==> config.mk <==
export PLATFORM = sky130hd
export DESIGN_NAME = booth_seq_multiplier_flat
export DESIGN_NICKNAME = d
export VERILOG_FILES = /design/src/rtl/booth_pkg.sv /design/src/rtl/booth_seq_multiplier_if.sv /design/src/rtl/booth_aq_shift.sv /design/src/rtl/booth_seq_multiplier.sv /design/src/flat_wrapper.sv
export SDC_FILE = /design/constraint.sdc
export NUM_CORES = 1
export LEC_CHECK = 0
export ABC_AREA = 1
export CAP_MARGIN = 20
export CORE_MARGIN = 4
export CORE_UTILIZATION = 45
export DETAILED_ROUTE_END_ITERATION = 12
export HOLD_SLACK_MARGIN = 0.03
export PLACE_DENSITY = 0.77
export RECOVER_POWER = 50
export SYNTH_ARGS = -nofsm -noshare
export SYNTH_HDL_FRONTEND = slang
export SYNTH_SLANG_ARGS = --single-unit
==> constraint.sdc <==
create_clock -name i_clk -period 2.5 [get_ports i_clk]
set_clock_uncertainty 0.05 [all_clocks]
set_input_delay 0.375 -clock i_clk [delete_from_list [all_inputs] [get_ports i_clk]]
set_output_delay 0.375 -clock i_clk [all_outputs]
set_load 0.01 [all_outputs]
==> src/rtl/booth_pkg.sv <==
// Shared constants and helpers for the radix-2 Booth sequential multiplier.
package booth_pkg;

  localparam logic [0:0] IDLE = 1'b0;
  localparam logic [0:0] RUN  = 1'b1;

  localparam logic [1:0] SEL_NOP = 2'd0;
  localparam logic [1:0] SEL_ADD = 2'd1;
  localparam logic [1:0] SEL_SUB = 2'd2;

  function automatic int cnt_width(input int width);
    return $clog2(width + 1);
  endfunction

  // Booth recoding of the {Q[0], Q-1} bit pair.
  function automatic logic [1:0] booth_sel(input logic q0, input logic qm1);
    case ({q0, qm1})
      2'b01:   return SEL_ADD;
      2'b10:   return SEL_SUB;
      default: return SEL_NOP;
    endcase
  endfunction

endpackage

==> src/rtl/booth_seq_multiplier_if.sv <==
// Start/done handshake and operand/result bus of the Booth multiplier.
interface booth_seq_multiplier_if #(
  parameter int WIDTH = 4
);
  logic                   i_start;
  logic [WIDTH-1:0]       i_multiplicand;
  logic [WIDTH-1:0]       i_multiplier;
  logic                   o_busy;
  logic                   o_done;
  logic [2*WIDTH-1:0]     o_product;

  modport master (
    output i_start, i_multiplicand, i_multiplier,
    input  o_busy, o_done, o_product
  );

  modport slave (
    input  i_start, i_multiplicand, i_multiplier,
    output o_busy, o_done, o_product
  );
endinterface

==> src/rtl/booth_aq_shift.sv <==
// A/Q/Q-1 register: load, or one Booth add/sub plus arithmetic right shift per cycle.
module booth_aq_shift
  import booth_pkg::*;
#(
  parameter int WIDTH = 4
) (
  input  logic               clk_i,
  input  logic               clr_i,
  input  logic               load_i,
  input  logic               shift_i,
  input  logic [WIDTH:0]     m_i,
  input  logic [WIDTH-1:0]   q_i,
  output logic [2*WIDTH-1:0] prod_nxt_o
);

  logic [WIDTH:0]   a_q, a_d, a_sum, a_sh;
  logic [WIDTH-1:0] q_q, q_d, q_sh;
  logic             q1_q, q1_d, q1_sh;

  always_comb begin
    case (booth_sel(q_q[0], q1_q))
      SEL_ADD: a_sum = a_q + m_i;
      SEL_SUB: a_sum = a_q - m_i;
      default: a_sum = a_q;
    endcase
    // A's sign bit is replicated, A[0] falls into Q, Q[0] into Q-1.
    {a_sh, q_sh, q1_sh} = {a_sum[WIDTH], a_sum, q_q};
  end

  always_comb begin
    a_d  = a_q;
    q_d  = q_q;
    q1_d = q1_q;
    if (load_i) begin
      a_d  = '0;
      q_d  = q_i;
      q1_d = 1'b0;
    end else if (shift_i) begin
      a_d  = a_sh;
      q_d  = q_sh;
      q1_d = q1_sh;
    end
  end

  assign prod_nxt_o = {a_sh[WIDTH-1:0], q_sh};

  always_ff @(posedge clk_i) begin
    if (clr_i) begin
      a_q  <= '0;
      q_q  <= '0;
      q1_q <= 1'b0;
    end else begin
      a_q  <= a_d;
      q_q  <= q_d;
      q1_q <= q1_d;
    end
  end

endmodule

==> src/rtl/booth_seq_multiplier.sv <==
// Sequential signed radix-2 Booth multiplier: FSM, step counter, M register and result.
module booth_seq_multiplier
  import booth_pkg::*;
#(
  parameter int WIDTH = 4
) (
  input  logic                   i_clk,
  input  logic                   clr,
  booth_seq_multiplier_if.slave  bus
);

  localparam int CNT_W = cnt_width(WIDTH);

  logic [0:0]         state_q, state_d;
  logic [CNT_W-1:0]   cnt_q, cnt_d;
  logic [WIDTH:0]     m_q, m_d;
  logic [2*WIDTH-1:0] product_q, product_d, prod_nxt;
  logic               done_q, done_d;
  logic               load, shift;

  always_comb begin
    state_d   = state_q;
    cnt_d     = cnt_q;
    m_d       = m_q;
    product_d = product_q;
    done_d    = 1'b0;
    load      = 1'b0;
    shift     = 1'b0;
    case (state_q)
      IDLE: begin
        if (bus.i_start) begin
          load    = 1'b1;
          m_d     = {bus.i_multiplicand[WIDTH-1], bus.i_multiplicand};
          cnt_d   = CNT_W'(WIDTH);
          state_d = RUN;
        end
      end
      default: begin
        shift = 1'b1;
        cnt_d = cnt_q - 1'b1;
        // Last step: capture the freshly shifted A/Q pair directly.
        if (cnt_q == CNT_W'(1)) begin
          product_d = prod_nxt;
          done_d    = 1'b1;
          state_d   = IDLE;
        end
      end
    endcase
  end

  always_ff @(posedge i_clk) begin
    if (clr) begin
      state_q   <= IDLE;
      cnt_q     <= '0;
      m_q       <= '0;
      product_q <= '0;
      done_q    <= 1'b0;
    end else begin
      state_q   <= state_d;
      cnt_q     <= cnt_d;
      m_q       <= m_d;
      product_q <= product_d;
      done_q    <= done_d;
    end
  end

  booth_aq_shift #(.WIDTH(WIDTH)) u_aq (
    .clk_i      (i_clk),
    .clr_i      (clr),
    .load_i     (load),
    .shift_i    (shift),
    .m_i        (m_q),
    .q_i        (bus.i_multiplier),
    .prod_nxt_o (prod_nxt)
  );

  assign bus.o_busy    = (state_q == RUN);
  assign bus.o_done    = done_q;
  assign bus.o_product = product_q;

endmodule

==> src/flat_wrapper.sv <==
// flat-port wrapper written by rule: the top's interface ports become plain ports
module booth_seq_multiplier_flat import booth_pkg::*;
#(
  parameter int WIDTH = 4
)
  (i_clk, clr, bus_i_start, bus_i_multiplicand, bus_i_multiplier, bus_o_busy, bus_o_done, bus_o_product);
  booth_seq_multiplier_if #(.WIDTH(WIDTH)) bus_i ();
  input  logic i_clk;
  input  logic clr;
  input wire logic [$bits(bus_i.i_start)-1:0] bus_i_start;
  input wire logic [$bits(bus_i.i_multiplicand)-1:0] bus_i_multiplicand;
  input wire logic [$bits(bus_i.i_multiplier)-1:0] bus_i_multiplier;
  output wire logic [$bits(bus_i.o_busy)-1:0] bus_o_busy;
  output wire logic [$bits(bus_i.o_done)-1:0] bus_o_done;
  output wire logic [$bits(bus_i.o_product)-1:0] bus_o_product;
  assign bus_i.i_start = bus_i_start;
  assign bus_i.i_multiplicand = bus_i_multiplicand;
  assign bus_i.i_multiplier = bus_i_multiplier;
  assign bus_o_busy = bus_i.o_busy;
  assign bus_o_done = bus_i.o_done;
  assign bus_o_product = bus_i.o_product;
  booth_seq_multiplier #(.WIDTH(WIDTH)) u_core (.i_clk(i_clk), .clr(clr), .bus(bus_i));
endmodule
==> results.toml, run 1 <==
[finish]
multi_input_area_um2 = 633.1
layout.nets = 227
drive_gt1_share_pct = 2.913
register_area_um2 = 520.5
n_antenna_cell = 0
syn_to_final_growth_pct = 21.85
fillers = 264
final_cell_mix = "nand2_1, inv_1, dfxtp_1"
mostFrequentLayoutCell = "nand2_1"

[synthesis]
synthArstFlopShare_pct = 0
yosys_most_used_dff = "dfxtp_1"
synth_top_area_cell = "dfxtp_1"
synth_area_um2 = 1300
synth_top_area_share_pct = 40.04
ys.warnings.count = 0
synthCells = 182
synth_fp_nets = 202
ys_ff_latch = 26
synth_cell_types = 24
avgSynthCellArea_um2 = 7.143
ys_seq_area_share_pct = 40.04
synth_edf_count = 0
synth_area_leaders = "dfxtp_1, nand2_1, inv_1"

[setup_path]
cp_top_family = "buffers and inverters"
setup.worst_path.class = "reg2out"
startpoint_type = "register"
worstPathRequired_ns = 2.08
cp.arrival_ns = 1.77
worst-path-buf-inv = 2
cpMaxStageDelayCell = "clkdlybuf4s50_1"
end_kind = "output port"
path_max_fanout = 14
cpPeakStageDelay_ns = 0.65
path_cells = "clkbuf_1 > clkdlybuf4s50_1"

[sta]
hold_violations = 0
period_minus_slack_ns = 2.192
holdWs_ns = 0.4094
setup_viol = 0
max-slew-margin-rel_pct = 60.51
fmax_ghz = 0.4562
finalMaxSlewViolations = 0
tns_ns = 0
rsz0062_at_grt = "false"
timing_worst_slew_pin_value_ns = 0.5923
fin_crit_sh_pct = 87.69

[clock_tree]
hold_buffers = 0
clock_path_buffers = 2
cts_sinks = 26
postCtsSetupRepairBufs = 0
cts_root_buf = "clkbuf_4"
cts_inserted_buffers = 3
cts.reportedPaths.clkPinSlew_ns = 0.14
htree_levels = 1
clkLatencyLatePin_ns = 0.33
cts_resized = 0
cts_tree = "yes"

[routing]
route.detailed.drc = 0
first_pass_iters = 4
via_per_inst = 4.873
avgRoutedWirePerCell_um = 10.61
ant_nets = 0
wirelength_mm = 2.514
routed-via-count = 1155
dr.first_iter.drc_count = 63

[global_route]
grt_pass1_wl_mm = 4.181
grt_pass1_vias = 1012
antenna_found_initial = 0
grt.met2_usage_pct = 24.51
grt_usage_pct = 14.87
gr-max-usage-layer = "met2"
grt_overflow = 0
met3_usage_pct = 4.959
grt_max_degree = 16
grt_util_met1_pct = 18.78

[floorplan]
die_area_um2 = 3813
rows = 19
start_util_pct = 47.14
ios = 21
core-area_um2 = 2758
die_y_um = 61.75
die_w_um = 61.75

[power_and_ir_drop]
power.density_nw_per_um2 = 601.1
pwr-share-seq_pct = 47.3
internal-power_w = 0.0006886
power_frac_comb_pct = 22.6
p_leak_nw = 0.7379
clockPowerShare_pct = 30.1
p_sw_share_pct = 27.67
irDropWorstVdd_mv = 0.6388
p_sw_w = 0.0002635

[placed_design]
globalplace.congestion = 0.8545
numPortBuffers = 20
dp_hpwl_mm = 1.978

[run]
maxCapViolCount = 0

[min_path]
min-delay-path-class = "reg2reg"

[status]
status = "finished, final reports clean"
==> through the flow <==
stage | utilization, % | cells | setup slack (ns) | total power [W] | cell area [µm²]
finish | 57.44 | 237 | 0.3078 | 0.0009521 | 1584
global route | 57.44 | 237 | 0.1440 | 0.001020 | 1584
CTS | 57.80 | 237 | 0.3794 | 0.0009622 | 1594
detailed placement | 55.90 | 233 | 0.3861 | 0.0006762 | 1541
global placement | 55.90 | 233 | 0.4160 | 0.0006732 | 1541
floorplan | - | 182 | 0.5727 | 0.0006153 | 1300
==> synthesized netlist by cell type, types with 2 or more instances <==
master / number
nand2_1: 42
inv_1: 34
dfxtp_1: 26
o21ai_0: 18
nor2_1: 14
a21oi_1: 12
ha_1: 8
nand3_1: 8
a31oi_1: 2
nor2_2: 2
o221ai_1: 2
xor2_1: 2
==> state kept, by name (all words and copies together), names as in the netlist <==
signal	count
u_core.u_aq.q1_q	1
u_core.cnt_q	3
u_core.bus.o_busy	1
u_core.bus.o_done	1
u_core.u_aq.a_q	4
u_core.bus.o_product	8
u_core.m_q	4
u_core.u_aq.q_q	4
==> tightest hold or removal path, cell delays in order (launching register included) <==
cell     delay, ns
dfxtp_1       0.33
nand2_1       0.06
nand2_1       0.04
==> power groups by stage <==
stage          combinational [W]  clock [W]  sequential, W
5_1_grt                 0.000253   0.000314       0.000453
3_5_place_dp            0.000217          0       0.000459
3_3_place_gp            0.000214          0       0.000459
6_report                0.000215   0.000287       0.000450
4_1_cts                 0.000219   0.000293       0.000450
2_1_floorplan           0.000157          0       0.000459
==> metal layers <==
layer	share of wire, %	vias up	routed length [µm]
li1	-	624	-
met1	51	504	1292
met2	43	22	1076
met3	4.9	5	122
met4	0.91	0	23
met5	0	-	0
==> final timing paths <==
| check | to | slack [ns] | depth (start not counted) | from |
|---|---|---|---|---|
| max | bus_o_busy | 0.31 | 2 | u_core.bus.o_busy$_SDFF_PP0_ |
| min | u_core.bus.o_product[6]$_SDFFE_PP0P_ | 0.41 | 2 | u_core.bus.o_product[6]$_SDFFE_PP0P_ |
| max reg2reg | u_core.u_aq.a_q[3]$_SDFFE_PP0P_ | 0.36 | 13 | u_core.u_aq.q_q[0]$_SDFFE_PP0P_ |
| min reg2reg | u_core.bus.o_product[6]$_SDFFE_PP0P_ | 0.41 | 2 | u_core.bus.o_product[6]$_SDFFE_PP0P_ |
==> cell families (layout without fill, tap and decap cells) <==
kind of cell | count (synthesis) | count (layout) | share of synthesized area [%]
AND/OR/NAND/NOR | 71 | 71 | 22.62
XOR/XNOR | 2 | 2 | 1.348
AO/OA/AOI/OAI | 37 | 37 | 15.69
adder cells (fa/ha/maj) | 9 | 9 | 9.240
buffers and inverters | 37 | 61 | 11.07
flip-flops | 26 | 26 | 40.04
==> layout make-up <==
type / count / share of cell area (%)
Timing Repair Buffer: 22 / 13.11
Multi-Input combinational cell: 119 / 39.97
Clock inverter: 1 / 1.896
Inverter: 35 / 8.294
Tap cell: 31 / 2.449
Sequential cell: 26 / 32.86
Clock buffer: 3 / 1.422
Note: power is estimated with default switching activity, not from simulation.
==> run 2, diff against run 1 <==
CORE_MARGIN = 1   (was 4)
==> run 2 against run 1 <==
Sequential share of layout area increased by 0.16 points. Combinational power fell by 4%. Register-to-register slack gained 0.02 ns. Fmax increased by 3.3%. Sequential power increased by 1%. Non-clock buffer count fell by 2. First-iteration DRC count decreased by 43%. Global-route usage grew 2.5 points. Flip-flop and latch count did not move. Core utilization down 0.27 points. Clock power is 2% lower. Via count is the same. Critical path type is now reg2reg. Critical endpoint is now u_core.u_aq.a_q[3]$_SDFFE_PP0P_. Largest cell class unchanged.
==> results.toml, run 2 (synthesis gave the netlist of run 1 again) <==
[status]
status = "finished, final reports clean"

[routing]
routed-via-count = 1155
avgRoutedWirePerCell_um = 10.17
routed.top_layer = "met4"
first_pass_iters = 4
m1WireLength_mm = 1.201
ant_nets = 0
route.detailed.drc = 0
wirelength_mm = 2.390
via_per_inst = 4.915
met3WireLength_um = 101
wl_met2_mm = 1.066
dr.first_iter.drc_count = 36

[global_route]
grt_usage_pct = 17.37
antenna_found_initial = 0
grt_max_degree = 16
grt_pass1_vias = 1024
grt_overflow = 0
grt_pass1_wl_mm = 4.291

[floorplan]
die_w_um = 55.75
ios = 21
rows = 19
start_util_pct = 47.14
die_area_um2 = 3108
die_y_um = 55.75
core-area_um2 = 2758

[finish]
drive_gt1_share_pct = 2.941
largest_register_ffs = 8
layout.nets = 225
finish.utilization_pct = 57.17
mostFrequentLayoutCell = "nand2_1"
n_antenna_cell = 0
final_cell_mix = "nand2_1, inv_1, dfxtp_1"
syn_to_final_growth_pct = 21.27
fillers = 283
multi_input_area_um2 = 633.1
register_area_um2 = 520.5

[clock_tree]
cts_tree = "yes"
cts_root_buf = "clkbuf_4"
cts_sinks = 26
clkLatencyLatePin_ns = 0.32
cts_inserted_buffers = 3
cts_resized = 0
postCtsSetupRepairBufs = 0
clock_path_buffers = 2
cts.reportedPaths.clkPinSlew_ns = 0.14
hold_buffers = 0
htree_levels = 1

[setup_path]
worst-path-buf-inv = 2
setup.worst_path.class = "reg2reg"
cp.arrival_ns = 2.31
cpPeakStageDelay_ns = 0.35
rr_endpoint = "u_core.u_aq.a_q[3]$_SDFFE_PP0P_"
end_kind = "register"
path_max_fanout = 7
worstPathRequired_ns = 2.69
worst_path_most_repeated_cell = "nand2_1"
cp_top_family = "adder cells"
reg2regPathDepth = 14
startpoint_type = "register"
cpMaxStageDelayCell = "dfxtp_1"
reg2reg_slack_ns = 0.38
path_cells = "ha_1 > a31oi_1 > xor2_1 > inv_1 > ha_1 > nand2_1 > nor2_1 > nor2_1 > nand2_1 > nand3_1 > nand2_1 > nand3_1 > nand2_1 > inv_1"
r2r_start = "u_core.u_aq.q_q[0]$_SDFFE_PP0P_"

[sta]
setup_viol = 0
fin_ws_ns = 0.3782
max-slew-margin-rel_pct = 67.34
rsz0062_at_grt = "false"
holdWs_ns = 0.4076
fin_crit_sh_pct = 84.87
tns_ns = 0
timing_worst_slew_pin_value_ns = 0.4880
fmax_ghz = 0.4713
hold_violations = 0
period_minus_slack_ns = 2.122
finalMaxSlewViolations = 0

[min_path]
hp-start = "u_core.bus.o_product[6]$_SDFFE_PP0P_"
holdPathStages = 2
min_to = "u_core.bus.o_product[6]$_SDFFE_PP0P_"
min-delay-path-class = "reg2reg"

[power_and_ir_drop]
irDropWorstVdd_mv = 0.6061
power.density_nw_per_um2 = 598.2
p_leak_nw = 0.7460

[run]
maxCapViolCount = 0

[placed_design]
globalplace.congestion = 0.8156
dp_hpwl_mm = 1.923
numPortBuffers = 20
post-place-ws_ns = 0.3767
-- run 2: cell types whose count changed in the layout (fill, tap and decap cells not counted) --
| cell | before | now |
|---|---|---|
| clkdlybuf4s50_1 | 20 | 17 |
| or2_0 | 0 | 1 |
| or2_1 | 1 | 0 |
| dlygate4sd3_1 | 0 | 3 |
| clkbuf_1 | 2 | 0 |
-- run 2: worst max-delay path by stage --
stage          slack [ns]                            start                         endpoint  depth (start not counted)
3_5_place_dp         0.38  u_core.u_aq.q_q[0]$_SDFFE_PP0P_  u_core.u_aq.a_q[3]$_SDFFE_PP0P_                         14
4_1_cts              0.37  u_core.u_aq.q_q[0]$_SDFFE_PP0P_  u_core.u_aq.a_q[3]$_SDFFE_PP0P_                         14
5_1_grt              0.16  u_core.u_aq.q_q[0]$_SDFFE_PP0P_  u_core.u_aq.a_q[3]$_SDFFE_PP0P_                         14
6_report             0.38  u_core.u_aq.q_q[0]$_SDFFE_PP0P_  u_core.u_aq.a_q[3]$_SDFFE_PP0P_                         14
3_3_place_gp         0.40    u_core.u_aq.q1_q$_SDFFE_PP0P_  u_core.u_aq.a_q[3]$_SDFFE_PP0P_                         15
2_1_floorplan        0.57    u_core.u_aq.q1_q$_SDFFE_PP0P_  u_core.u_aq.a_q[3]$_SDFFE_PP0P_                         14
-- run 2: cell type report --
type                            count  area share [%]
Clock inverter                      1           1.905
Timing Repair Buffer               20           12.70
Tap cell                           31           2.460
Clock buffer                        3           1.429
Inverter                           35           8.333
Multi-Input combinational cell    119           40.16
Sequential cell                    26           33.02
-- run 2: where the power goes --
group	internal [W]	total, W	switching, W
clock	0.000162	0.000281	0.000119
combinational	0.0000881	0.000207	0.000119
sequential	0.000437	0.000455	0.0000183
-- run 2: through the flow --
stage          power (W)  area (µm²)  instances
5_1_grt         0.001005        1577        235
3_5_place_dp   0.0006722        1526        231
6_report       0.0009431        1577        235
2_1_floorplan  0.0006153        1300        182
3_3_place_gp   0.0006676        1526        231
4_1_cts        0.0009530        1579        235
-- run 2: layer usage --
| metal | vias to the layer above | global-route usage [%] |
|---|---|---|
| li1 | 623 | - |
| met5 | - | 0 |
| met3 | 2 | 4.884 |
| met4 | 0 | 4.286 |
| met1 | 504 | 23.53 |
| met2 | 26 | 27.37 |
-- run 2: tightest hold or removal path, delay by kind of cell, from the launching register on --
family | cells | cell delay, ns
flops | 1 | 0.33
simple gates | 2 | 0.10
==> run 3, diff against run 2 <==
clock period = 2.1 ns   (was 2.5 ns; I/O delays follow)
==> run 3 against run 2 <==
Sequential power is 18% higher. Register-to-register slack got worse by 0.30 ns. Cell count up 3.8%. Via count increased by 4.2%. Largest cell class unchanged. Global-route usage grew 0.53 points. Power is 26% higher. Fmax rose by 5.1%. Critical path type unchanged. Design area grew 8.7%. Core utilization grew 5.0 points. Worst setup slack lost 0.30 ns. First-iteration DRC count decreased by 28%.
==> results.toml, run 3 (synthesis gave the netlist of run 1 again) <==
[global_route]
grt.met2_usage_pct = 29.60
gr-max-usage-layer = "met2"
met3_usage_pct = 5.581
grt_util_met1_pct = 22.04
grt_overflow = 0
antenna_found_initial = 0
grt_pass1_vias = 1007
grt_usage_pct = 17.89
grt_pass1_wl_mm = 4.305
grt_max_degree = 16

[finish]
multi_input_area_um2 = 699.4
mostFrequentLayoutCell = "nand2_1"
n_antenna_cell = 0
final_cell_mix = "nand2_1, inv_1, dfxtp_1"
register_area_um2 = 528.0
syn_to_final_growth_pct = 31.86
layout.nets = 234
fillers = 243
largest_register_ffs = 8
drive_gt1_share_pct = 13.62
final_cells = 244

[sta]
setup_viol = 0
hold_violations = 0
holdWs_ns = 0.4094
fin_crit_sh_pct = 96.15
rsz0062_at_grt = "true"
timing_worst_slew_pin_value_ns = 0.3590
finalMaxSlewViolations = 0
period_minus_slack_ns = 2.019
max-slew-margin-rel_pct = 75.98
tns_ns = 0
fmax_ghz = 0.4953

[routing]
routed-via-count = 1203
route.detailed.drc = 0
dr.first_iter.drc_count = 26
via_per_inst = 4.930
avgRoutedWirePerCell_um = 11.30
first_pass_iters = 4
wirelength_mm = 2.756
ant_nets = 0

[setup_path]
worst-path-buf-inv = 4
path_cells = "inv_1 > ha_2 > inv_1 > o21ai_2 > inv_1 > ha_4 > nand3b_1 > nand2_1 > nand2_1 > nand3_1 > nand2_1 > o21ai_0 > inv_1"
startpoint_type = "register"
cp.arrival_ns = 2.21
worst_path_most_repeated_cell = "inv_1"
end_kind = "register"
worstPathRequired_ns = 2.29
path_max_fanout = 2
cpMaxStageDelayCell = "dfxtp_2"
cp_top_family = "adder cells"
setup.worst_path.class = "reg2reg"
cpPeakStageDelay_ns = 0.36

[clock_tree]
cts_sinks = 26
clock_path_buffers = 2
cts_root_buf = "clkbuf_4"
hold_buffers = 0
htree_levels = 1
cts_inserted_buffers = 3
cts.reportedPaths.clkPinSlew_ns = 0.14
cts_tree = "yes"
clkLatencyLatePin_ns = 0.32

[floorplan]
die_area_um2 = 3108
ios = 21
rows = 19
die_w_um = 55.75
core-area_um2 = 2758
start_util_pct = 47.14
die_y_um = 55.75

[placed_design]
numPortBuffers = 20
dp_hpwl_mm = 1.940
globalplace.congestion = 0.8052
dp.cells = 236

[power_and_ir_drop]
irDropWorstVdd_mv = 0.6730
power.density_nw_per_um2 = 691.7
p_leak_nw = 0.7799

[run]
maxCapViolCount = 0

[min_path]
min-delay-path-class = "reg2reg"

[status]
status = "finished, final reports clean"
[run 3: report_power, final]
group,internal [W],leakage [nW],total [W],switching (W)
combinational,0.000139,0.538,0.000309,0.000171
clock,0.000193,0.0279,0.000338,0.000145
sequential,0.000520,0.214,0.000539,0.0000184
total,0.000852,0.780,0.00119,0.000334
[run 3: worst paths after layout]
check                                                          start  slack [ns]                                   end  depth (start not counted)
worst max-delay path                      u_core.m_q[0]$_SDFFE_PP0P_        0.08       u_core.u_aq.a_q[2]$_SDFFE_PP0P_                         13
worst min-delay path            u_core.bus.o_product[7]$_SDFFE_PP0P_        0.41  u_core.bus.o_product[7]$_SDFFE_PP0P_                          2
worst max register to register            u_core.m_q[0]$_SDFFE_PP0P_        0.08       u_core.u_aq.a_q[2]$_SDFFE_PP0P_                         13
worst min register to register  u_core.bus.o_product[7]$_SDFFE_PP0P_        0.41  u_core.bus.o_product[7]$_SDFFE_PP0P_                          2
[run 3: stage by stage]
stage	setup WS (ns)	utilization, %	power, W	area, µm²
after floorplan	0.1727	-	0.0007324	1300
after global placement	0.02321	56.72	0.0008063	1564
final	0.08088	62.16	0.001186	1714
after detailed placement	-0.006677	56.72	0.0008104	1564
after CTS	0.01944	58.71	0.001155	1619
after global routing	-0.05423	62.16	0.001264	1714
[run 3: layout make-up]
type | count | area share, %
multi-input cells | 119 | 40.80
inverters | 35 | 7.664
repair buffers | 29 | 15.40
clock buffers | 3 | 1.314
well taps | 31 | 2.263
clock inverters | 1 | 1.752
flip-flops and latches | 26 | 30.80
[run 3: repair_timing]
item	in CTS	in global routing
hold endpoints to repair	0	0
endpoints found under the setup margin	6	6
pin swaps	0	11
setup buffers	0	4
resized for setup	2	16
[run 3: routing by layer]
| layer | routed length [µm] | up-vias |
|---|---|---|
| li1 | - | 642 |
| met1 | 1226 | 527 |
| met2 | 1372 | 32 |
| met3 | 138 | 2 |
| met4 | 19 | 0 |
| met5 | 0 | - |
[run 3: worst reg2reg max path, stage by stage, from the launching register on]
cell and delay (ns):
dfxtp_2 0.36, inv_1 0.06, ha_2 0.30, inv_1 0.05
o21ai_2 0.18, inv_1 0.11, ha_4 0.27, nand3b_1 0.10
nand2_1 0.10, nand2_1 0.05, nand3_1 0.06, nand2_1 0.07
o21ai_0 0.15, inv_1 0.05
==> RTL change 1: new RTL, config.mk and constraints of run 3 <==
Register the input `clr` before use, without a reset. The logic sees it one clock later. The other inputs are not delayed to match.
--- a/src/rtl/booth_seq_multiplier.sv
+++ b/src/rtl/booth_seq_multiplier.sv
@@ -10,6 +10,12 @@
 );
 
   localparam int CNT_W = cnt_width(WIDTH);
+
+  logic clr_q;
+
+  always_ff @(posedge i_clk) begin
+    clr_q <= clr;
+  end
 
   logic [0:0]         state_q, state_d;
   logic [CNT_W-1:0]   cnt_q, cnt_d;
@@ -49,7 +55,7 @@
   end
 
   always_ff @(posedge i_clk) begin
-    if (clr) begin
+    if (clr_q) begin
       state_q   <= IDLE;
       cnt_q     <= '0;
       m_q       <= '0;
@@ -66,7 +72,7 @@
 
   booth_aq_shift #(.WIDTH(WIDTH)) u_aq (
     .clk_i      (i_clk),
-    .clr_i      (clr),
+    .clr_i      (clr_q),
     .load_i     (load),
     .shift_i    (shift),
     .m_i        (m_q),
Check against the original RTL: not equivalent (Yosys sat finds a counterexample within 4 cycles, from zero or initial values).
==> RTL change 1 against run 3 <==
Routed wire length fell by 4.1%; final cell count fell by 0.41%; synthesized area rose by 1.5%; global-route usage rose by 0.078 points; die area rose by 1.5%; total power fell by 5.7%; via count rose by 0.67%; combinational power rose by 6.5%; cell area fell by 0.15%; worst setup slack improved by 0.055 ns; sequential cell count rose by 1; critical path type unchanged; highest routed layer unchanged.
==> RTL change 1: results (changes against run 3) <==
metric	value	unit	change
status	completed		unchanged
groute.layer.met3.usage	0.0419		was 0.0558
rr_worst_depth	12		was 13
postSynthCellCount	183		was 182
vdd_drop_max	0.000554	V	was 0.000673 V
crit_path_max_fanout	5		was 2
wl_met2	1250	µm	was 1370 µm
placement.setup.worst_slack	-0.00614	ns	was -0.00668 ns
synth.top_cells.by_area	dfxtp_1 (41%), nand2_1 (12%), inv_1 (9.7%), ha_1 (7.6%), o21ai_0 (6.8%)		was dfxtp_1 (40%), nand2_1 (12%), inv_1 (9.8%), ha_1 (7.7%), o21ai_0 (6.9%)
critPathTopFamily	compound AO/OA/AOI/OAI gates		was adder cells
p_leak	0.774	nW	was 0.780 nW
layout-drive-gt1-share	0.142		was 0.136
met1Wirelength	1230	µm	about the same
yosysSeqAreaShare	0.409		was 0.400
grt_use_total	0.180		was 0.179
worst-slew-pin-transition	0.337	ns	was 0.359 ns
final-instance-count-excl-fill	243		was 244
timing.critical_path.slowest_stage_cell	dfxtp_1		was dfxtp_2
synth_compound_gate_area_share	0.155		was 0.157
number_of_global_route_vias_before_repair	1048		was 1007
cts_buffers	3		unchanged
synth_adder_area_share	0.0910		was 0.0924
grt.met1_usage	0.239		was 0.220
fin_nets	233		was 234
placedCellCount	237		was 236
antenna-diode-count	0		unchanged
post_synth_xor_area_fraction	0.0133		was 0.0135
dp_hpwl	1930	µm	was 1940 µm
post_synth_most_frequent_cells	nand2_1 (42), inv_1 (34), dfxtp_1 (27), o21ai_0 (18), nor2_1 (14)		was nand2_1 (42), inv_1 (34), dfxtp_1 (26), o21ai_0 (18), nor2_1 (14)
synth_fp_nets	203		was 202
first_pass_grt_wire_length	4470	µm	was 4310 µm
gp_weighted_congestion	0.830		was 0.805
dr_wl_met3	135	µm	was 138 µm
largest_reg_flops	8		unchanged
arrival	2.15	ns	was 2.21 ns
grt.met2_usage	0.282		was 0.296
rrSetupSlack	0.14	ns	was 0.08 ns
wire_per_inst	10.9	µm	was 11.3 µm
dr.first_iter.drc_count	43		was 26
hp-start	u_core.bus.o_product[7]		unchanged
RTL change 1: cell count changes after synthesis, sizes merged:
| cell | change |
|---|---|
| dfxtp | +1 |
RTL change 1: metrics by stage:
stage	cell area, µm²	hold slack (ns)
finish	1710	0.409
global route	1710	0.444
CTS	1610	0.351
detailed placement	1580	0.391
global placement	1580	0.388
floorplan	1320	0.293
RTL change 1: what timing repair did:
item / 4_1_cts / 5_1_grt
gates resized for setup: 1 / 21
pin swaps: 0 / 7
endpoints found under the setup margin: 2 / 6
endpoints found under the hold margin: 0 / 0
hold buffers: 0 / 0
buffers inserted: 0 / 2
RTL change 1: power by group:
group / leakage [nW] / switching [mW] / internal [mW]
logic: 0.534 / 0.179 / 0.150
clock network: 0.0177 / 0.155 / 0.0715
registers: 0.222 / 0.0214 / 0.541
total: 0.774 / 0.356 / 0.762
RTL change 1: worst max-delay path by stage:
stage                            start                 endpoint  slack [ns]  cells after the start
global route          u_core.u_aq.q1_q       u_core.u_aq.a_q[3]       -0.06                     15
finish                   u_core.m_q[0]       u_core.u_aq.a_q[2]        0.14                     12
global placement    u_core.u_aq.q_q[0]  u_core.bus.o_product[7]        0.04                     14
detailed placement    u_core.u_aq.q1_q       u_core.u_aq.a_q[3]      -0.006                     15
CTS                   u_core.u_aq.q1_q       u_core.u_aq.a_q[3]        0.03                     15
floorplan             u_core.u_aq.q1_q       u_core.u_aq.a_q[3]        0.17                     14
RTL change 1: cell type report:
cell class / instances / area (µm²)
repair buffers: 27 / 249
well taps: 31 / 38.8
inverters: 35 / 131
flip-flops and latches: 27 / 544
fillers: 250 / 1050
clock buffers: 3 / 22.5
clock inverters: 1 / 5.00
multi-input cells: 119 / 721
==> RTL change 2: new RTL, settings of run 3 <==
Without the edit above. `WIDTH` is set to 4 in 4 places; all go to 6.
--- a/src/rtl/booth_seq_multiplier_if.sv
+++ b/src/rtl/booth_seq_multiplier_if.sv
@@ -1,6 +1,6 @@
 // Start/done handshake and operand/result bus of the Booth multiplier.
 interface booth_seq_multiplier_if #(
-  parameter int WIDTH = 4
+  parameter int WIDTH = 6
 );
   logic                   i_start;
   logic [WIDTH-1:0]       i_multiplicand;
--- a/src/rtl/booth_aq_shift.sv
+++ b/src/rtl/booth_aq_shift.sv
@@ -2,7 +2,7 @@
 module booth_aq_shift
   import booth_pkg::*;
 #(
-  parameter int WIDTH = 4
+  parameter int WIDTH = 6
 ) (
   input  logic               clk_i,
   input  logic               clr_i,
--- a/src/rtl/booth_seq_multiplier.sv
+++ b/src/rtl/booth_seq_multiplier.sv
@@ -2,7 +2,7 @@
 module booth_seq_multiplier
   import booth_pkg::*;
 #(
-  parameter int WIDTH = 4
+  parameter int WIDTH = 6
 ) (
   input  logic                   i_clk,
   input  logic                   clr,
--- a/src/flat_wrapper.sv
+++ b/src/flat_wrapper.sv
@@ -1,7 +1,7 @@
 // flat-port wrapper written by rule: the top's interface ports become plain ports
 module booth_seq_multiplier_flat import booth_pkg::*;
 #(
-  parameter int WIDTH = 4
+  parameter int WIDTH = 6
 )
   (i_clk, clr, bus_i_start, bus_i_multiplicand, bus_i_multiplier, bus_o_busy, bus_o_done, bus_o_product);
   booth_seq_multiplier_if #(.WIDTH(WIDTH)) bus_i ();
Ports: changed (resized bus_i_multiplicand, bus_i_multiplier and bus_o_product); port bits go from 21 to 29. No check against the original RTL was run, so the function may have changed too.
==> RTL change 2 against run 3 <==
Sequential cell count up 10; total power up 65%; die area up 43%; largest power group unchanged; largest cell class unchanged; cell area up 53%; synthesized area up 45%; count of clock-buffer cells in the layout up 2; routed wire length up 60%; the flow now finishes with violations (negative setup slack); critical path type unchanged; fmax down 4.5%; combinational power up 90%; via count up 50%; worst setup slack worse by 0.095 ns.
==> RTL change 2: results (changes against run 3) <==
metric	value	unit	change
status	finished with violations		was completed
violations	negative setup slack		
fin_nets	333		was 234
dr_wl_met3	124	µm	was 138 µm
post_cts_buffers	4		was 0
finalSetupViolations	1		was 0
grt.met2_usage	0.372		was 0.296
synth_fp_nets	284		was 202
dr.first_iter.drc_count	88		was 26
timing.slew.headroom	0.677		was 0.760
layout_setup_ws	-0.0143	ns	was 0.0809 ns
number_of_input_and_output_port_buffers_inserted	28		was 20
grt.met1_usage	0.269		was 0.220
met1Wirelength	2050	µm	was 1230 µm
clkTransAtPathRegs	0.08	ns	was 0.14 ns
crit_path_max_fanout	6		was 2
clkLatencyLatePin	0.29	ns	was 0.32 ns
detailed_place.area	0.00232	mm²	was 0.00156 mm²
dp_hpwl	2990	µm	was 1940 µm
grt_max_degree	13		was 16
placedCellCount	345		was 236
placement.setup.worst_slack	-0.0827	ns	was -0.00668 ns
gp_weighted_congestion	0.799		was 0.805
clockRootBuffer	clkbuf_8		was clkbuf_4
number_of_global_route_vias_before_repair	1684		was 1007
cts_repair_resize_count	18		was 2
worstSetupEndpoint	u_core.u_aq.a_q[4]		was u_core.u_aq.a_q[2]
worst_r2r_startpoint	u_core.m_q[1]		was u_core.m_q[0]
p_leak	1.19	nW	was 0.780 nW
RTL change 2: kinds of logic after synthesis:
logic type / count (synthesis) / share of synthesized area
xor+xnor: 3 / 0.0140
fa+ha+maj: 11 / 0.0771
flops: 36 / 0.383
mux: 1 / 0.00532
compound gates: 50 / 0.152
simple gates: 105 / 0.256
buf+inv: 52 / 0.113
RTL change 2: where the power goes:
group / total (mW) / switching (mW) / leakage [nW] / internal [mW]
registers: 0.754 / 0.0357 / 0.295 / 0.718
clock network: 0.617 / 0.266 / 0.0541 / 0.351
logic: 0.586 / 0.304 / 0.842 / 0.282
RTL change 2: worst min-delay path by stage:
stage | from | to | slack (ns)
global placement | u_core.bus.o_product[10] | u_core.bus.o_product[10] | 0.39
finish | u_core.bus.o_product[10] | u_core.bus.o_product[10] | 0.40
global route | u_core.bus.o_product[7] | u_core.bus.o_product[7] | 0.43
detailed placement | u_core.bus.o_product[10] | u_core.bus.o_product[10] | 0.39
floorplan | bus_i_multiplicand[2] | u_core.m_q[2] | 0.40
CTS | u_core.bus.o_product[10] | u_core.bus.o_product[10] | 0.41
RTL change 2: final cells by class:
cell class	instances	area, µm²	share of cell area
clock buffers	5	68.8	0.0262
clock inverters	3	42.5	0.0162
inverters	44	170	0.0648
multi-input cells	170	1100	0.421
flip-flops and latches	36	724	0.276
well taps	50	62.6	0.0238
repair buffers	50	453	0.172
RTL change 2: per-stage QoR:
stage / hold slack, ns / TNS [ns]
6_report: 0.403 / -0.0143
5_1_grt: 0.434 / -1.02
4_1_cts: 0.407 / -0.0260
3_5_place_dp: 0.390 / -0.576
3_3_place_gp: 0.391 / -0.356
2_1_floorplan: 0.400 / -0.00745
